File: src/rtl/clock_time_ctrl.sv
// MM:SS timekeeping sequencer: 1 Hz prescaler, RUN/SET_MIN/SET_SEC mode machine,
// digit-counter enable steering and set-mode blink generation.
module clock_time_ctrl #(
    parameter int unsigned TICK_DIV  = 100_000_000,
    parameter int unsigned BLINK_DIV = 50_000_000
) (
    input  logic       clk,
    input  logic       reset,
    input  logic       btn_mode,
    input  logic       btn_inc,
    input  logic       tc_sec_ones,
    input  logic       tc_sec_tens,
    input  logic       tc_min_ones,
    output logic       en_sec_ones,
    output logic       en_sec_tens,
    output logic       en_min_ones,
    output logic       en_min_tens,
    output logic [1:0] mode,
    output logic       tick,
    output logic       blink
);

    localparam int unsigned PRE_W   = (TICK_DIV > 2) ? $clog2(TICK_DIV) : 1;
    localparam int unsigned BLINK_W = (BLINK_DIV > 1) ? $clog2(BLINK_DIV) : 1;
    localparam logic [PRE_W-1:0]   PRE_MAX   = PRE_W'(TICK_DIV - 1);
    localparam logic [BLINK_W-1:0] BLINK_MAX = BLINK_W'(BLINK_DIV - 1);

    typedef enum logic [1:0] {
        RUN     = 2'b00,
        SET_MIN = 2'b01,
        SET_SEC = 2'b10,
        ILLEGAL = 2'b11
    } mode_t;

    mode_t              state, state_d;
    logic [PRE_W-1:0]   pre, pre_d;
    logic [BLINK_W-1:0] bcnt, bcnt_d;
    logic               tick_d, inc_r, inc_d, blink_d;
    logic               mode_chg;
    logic               in_set;

    // State and registered outputs
    always_ff @(posedge clk) begin
        if (reset) begin
            state <= RUN;
            pre   <= '0;
            tick  <= 1'b0;
            inc_r <= 1'b0;
            bcnt  <= '0;
            blink <= 1'b1;
        end else begin
            state <= state_d;
            pre   <= pre_d;
            tick  <= tick_d;
            inc_r <= inc_d;
            bcnt  <= bcnt_d;
            blink <= blink_d;
        end
    end

    // Next-state, prescaler, blink and enable steering
    always_comb begin
        state_d     = state;
        pre_d       = '0;
        tick_d      = 1'b0;
        inc_d       = btn_inc && !btn_mode;
        bcnt_d      = '0;
        blink_d     = 1'b1;
        en_sec_ones = 1'b0;
        en_sec_tens = 1'b0;
        en_min_ones = 1'b0;
        en_min_tens = 1'b0;

        case (state)
            RUN:     if (btn_mode) state_d = SET_MIN;
            SET_MIN: if (btn_mode) state_d = SET_SEC;
            SET_SEC: if (btn_mode) state_d = RUN;
            default: state_d = RUN;
        endcase

        mode_chg = (state_d != state);
        in_set   = (state == SET_MIN) || (state == SET_SEC);

        // Prescaler runs only in a steady RUN; any mode change restarts it
        if ((state == RUN) && !mode_chg) begin
            pre_d = (pre == PRE_MAX) ? '0 : pre + PRE_W'(1);
        end
        tick_d = (state == RUN) && (pre == PRE_MAX) && (state_d == RUN);

        // Blink restarts visible on every set-mode entry
        if (in_set && !mode_chg) begin
            if (bcnt == BLINK_MAX) begin
                bcnt_d  = '0;
                blink_d = !blink;
            end else begin
                bcnt_d  = bcnt + BLINK_W'(1);
                blink_d = blink;
            end
        end

        case (state)
            RUN: begin
                en_sec_ones = tick;
                en_sec_tens = tc_sec_ones;
                en_min_ones = tc_sec_tens;
                en_min_tens = tc_min_ones;
            end
            SET_SEC: begin
                en_sec_ones = inc_r;
                en_sec_tens = tc_sec_ones;
            end
            SET_MIN: begin
                en_min_ones = inc_r;
                en_min_tens = tc_min_ones;
            end
            default: ;
        endcase
    end

    assign mode = state;

endmodule

File: config.mk
export PLATFORM = sky130hd
export DESIGN_NAME = clock_time_ctrl
export DESIGN_NICKNAME = d
export VERILOG_FILES = /design/src/rtl/clock_time_ctrl.sv
export SDC_FILE = /design/constraint.sdc
export NUM_CORES = 1
export LEC_CHECK = 0
export CAP_MARGIN = 0
export CELL_PAD_IN_SITES_DETAIL_PLACEMENT = 1
export CELL_PAD_IN_SITES_GLOBAL_PLACEMENT = 1
export CORE_MARGIN = 8
export CORE_UTILIZATION = 32
export CTS_CLUSTER_DIAMETER = 40
export DETAILED_ROUTE_END_ITERATION = 6
export GPL_ROUTABILITY_DRIVEN = 0
export GPL_TIMING_DRIVEN = 0
export PLACE_DENSITY_LB_ADDON = 0.05
export SYNTH_ARGS = -nofsm -noshare
export SYNTH_HDL_FRONTEND = slang
export SYNTH_SLANG_ARGS = --single-unit
File: constraint.sdc
create_clock -name clk -period 2.6 [get_ports clk]
set_clock_uncertainty 0.05 [all_clocks]
set_input_delay 0.52 -clock clk [delete_from_list [all_inputs] [get_ports clk]]
set_output_delay 0.52 -clock clk [all_outputs]
set_load 0.005 [all_outputs]
==> flow_metrics.tcl <==
set metrics [dict create \
    outcome "completed" \
    period_minus_slack_ps 2452 \
    power_density_nw_per_um2 516.7 \
    design_area_um2 3465 \
    drive_above_1_share_pct 8.602 \
    hpwl_mm 5.775 \
    grt_use_total_pct 13.34 \
    synthFlopType "dfxtp_1" \
    power_frac_seq_pct 50.6 \
    max_freq_mhz 407.9 \
    synth_seq_area_share_pct 39.22 \
    io_buffers 14 \
    cts_tree "done" \
    final-setup-viol-count 0 \
    vdd_ir_drop_max_v 0.0002581 \
    cts_buffers 9 \
    regArea_um2 1161 \
    total_power_w 0.001790 \
    grt_pass1_vias 2819 \
    synth_cell_types 40 \
    maxSlewViolCount 0 \
    hold_viol 0 \
    syn_nets 352 \
    ant_nets 0 \
    crit_type "reg -> out" \
    rsz0062_at_grt "false" \
    wl_per_cell_um 16.71 \
    switching_share_pct 23.68 \
    clk_pin_slew_ps 60 \
    drt-initial-drc-count 108 \
    htreeDepth 3 \
    area_delta_synth_final_pct 17.03 \
    die_x_um 112.2 \
    worst_pin_slew_ps 615.1 \
    first_pass_iters 4 \
    p_int_w 0.001366 \
    final_cell_mix "dfxtp_1 (58), nor3_1 (25), nand2_1 (21), nand3_1 (21), a211oi_1 (20)" \
    cts.sinks 58 \
    multi_input_area_um2 1719 \
    clk_latency_ps 340 \
    slew_headroom_pct 58.61 \
    pwr-share-clk_pct 43.4 \
    holdBufCountCts 0 \
    leakage_nw 1.016 \
    startpoint_type "flop" \
    start_util_pct 32.50 \
    ios 15 \
    vias 2681 \
    grt_pass1_wl_mm 13.65 \
    crit_path_end_kind "primary output" \
    combPwrFrac_pct 6.1 \
    period_share_pct 94.30 \
    hp-class "reg -> reg" \
    yosysWarnings 0 \
    syn_area_um2 2960 \
    required_ps 2030 \
    grt_max_degree 11 \
    fin_nets 380 \
    synth_edf_count 0 \
    grt-ovfl-total 0 \
    final_common_cell "dfxtp_1" \
    syn_inst 339 \
    wirelength_mm 8.070 \
    switchingPower_w 0.0004239 \
    cts_buffer_depth 2 \
    core_um2 9109 \
    async_reset_ff_share_pct 0 \
    avgViaCountPerCell 5.551 \
    num-fill-cells 1081 \
    hold_ws_ps 431.3 \
    synth-seq-cells 58 \
    rows 35 \
    cap_violations 0 \
    syn_area_per_cell_um2 8.733 \
    antenna_found_initial 0 \
    dpl_cell_area_um2 3239 \
    die_area_um2 12580 \
    crit_arrival_ps 1880 \
    die_h_um 112.2 \
    n_antenna_cell 0 \
    drc 0 \
    cts_root_buf "clkbuf_8" \
    worst-path-max-fanout 8 \
]
[metrics by stage]
step                      utilization, %  instances  setup TNS (ps)  worst slack [ps]
final                              38.04        483               0             148.1
after detailed placement           35.56        464           -2615            -179.2
after CTS                          37.68        480               0             79.19
after floorplan                        -        339               0             464.8
after global routing               38.04        483               0             14.47
after global placement             35.56        464           -2043            -136.3
[cell type report]
| type | count | share of cell area, % |
|---|---|---|
| Sequential cell | 58 | 33.51 |
| Clock inverter | 2 | 0.2889 |
| Multi-Input combinational cell | 256 | 49.62 |
| Timing Repair Buffer | 17 | 4.695 |
| Inverter | 9 | 0.9751 |
| Clock buffer | 14 | 4.984 |
| Tap cell | 111 | 4.009 |
| Buffer | 16 | 1.914 |
[worst max-delay path: stages, from the launching register on]
cell and delay [ps]:
dfxtp_1 470, inv_1 110, ha_1 280, nor2_1 190, nor2b_1 60, clkdlybuf4s50_1 450
[Yosys cell counts (3+ instances only)]
library cell | n | area share (%)
dfxtp_1 | 58 | 39
nor3_1 | 27 | 4.6
nand2_1 | 21 | 2.7
nand3_1 | 21 | 3.6
a211oi_1 | 20 | 5.1
nand4_1 | 15 | 3.2
clkbuf_1 | 13 | 1.6
nor2_1 | 13 | 1.6
o21ai_0 | 13 | 2.2
o31ai_1 | 12 | 3.0
or4_1 | 12 | 3.0
xnor2_1 | 12 | 3.6
xor2_1 | 11 | 3.3
and3_1 | 9 | 1.9
inv_1 | 9 | 1.1
and4_1 | 8 | 2.4
or3_1 | 8 | 1.7
ha_1 | 6 | 2.5
nand4b_1 | 6 | 1.8
nor3b_1 | 6 | 1.5
nor4_1 | 5 | 1.1
a211oi_2 | 4 | 1.7
and2_1 | 4 | 0.85
nor2b_1 | 3 | 0.63
[sequential cells by signal, indices dropped and copies added, names as in the netlist]
name and count:
blink 1, mode 2, tick 1, bcnt 26, pre 27, inc_r 1
[repair_timing]
action | in CTS | in global routing
setup buffers | 0 | 3
resized for setup | 2 | 7
pin swaps | 0 | 1
endpoints found under the setup margin | 24 | 35
[per-layer routing]
metal,global-route usage (%),wire length [um]
met1,14.81,3751
met4,4.586,82
met3,3.596,180
met2,23.97,4056
met5,0,0
[logic make-up after synthesis]
group	share of synthesized area, %
AO/OA/AOI/OAI	15.00
XOR/XNOR	6.805
adder cells (fa/ha/maj)	2.536
buffers and inverters	3.254
flip-flops	39.22
AND/OR/NAND/NOR	33.18
[path summary, 6_finish.rpt]
| path | startpoint | to | slack (ps) | depth (start not counted) |
|---|---|---|---|---|
| max | mode[1]$_SDFF_PP0_ | en_sec_tens | 150 | 5 |
| min | pre[0]$_SDFF_PP0_ | pre[0]$_SDFF_PP0_ | 430 | 1 |
| max reg2reg | bcnt[0]$_SDFF_PP0_ | bcnt[24]$_SDFF_PP0_ | 200 | 6 |
| min reg2reg | pre[0]$_SDFF_PP0_ | pre[0]$_SDFF_PP0_ | 430 | 1 |
[power by group through the flow]
| stage | Sequential [W] | Combinational [W] | Clock (W) |
|---|---|---|---|
| after floorplan | 0.000923 | 0.0000557 | 0 |
| after global placement | 0.000925 | 0.000107 | 0 |
| after detailed placement | 0.000926 | 0.000107 | 0 |
| after CTS | 0.000905 | 0.000108 | 0.000813 |
| after global routing | 0.000906 | 0.000122 | 0.000849 |
| final | 0.000905 | 0.000109 | 0.000776 |
No activity file was read; power rests on OpenSTA's default activity.
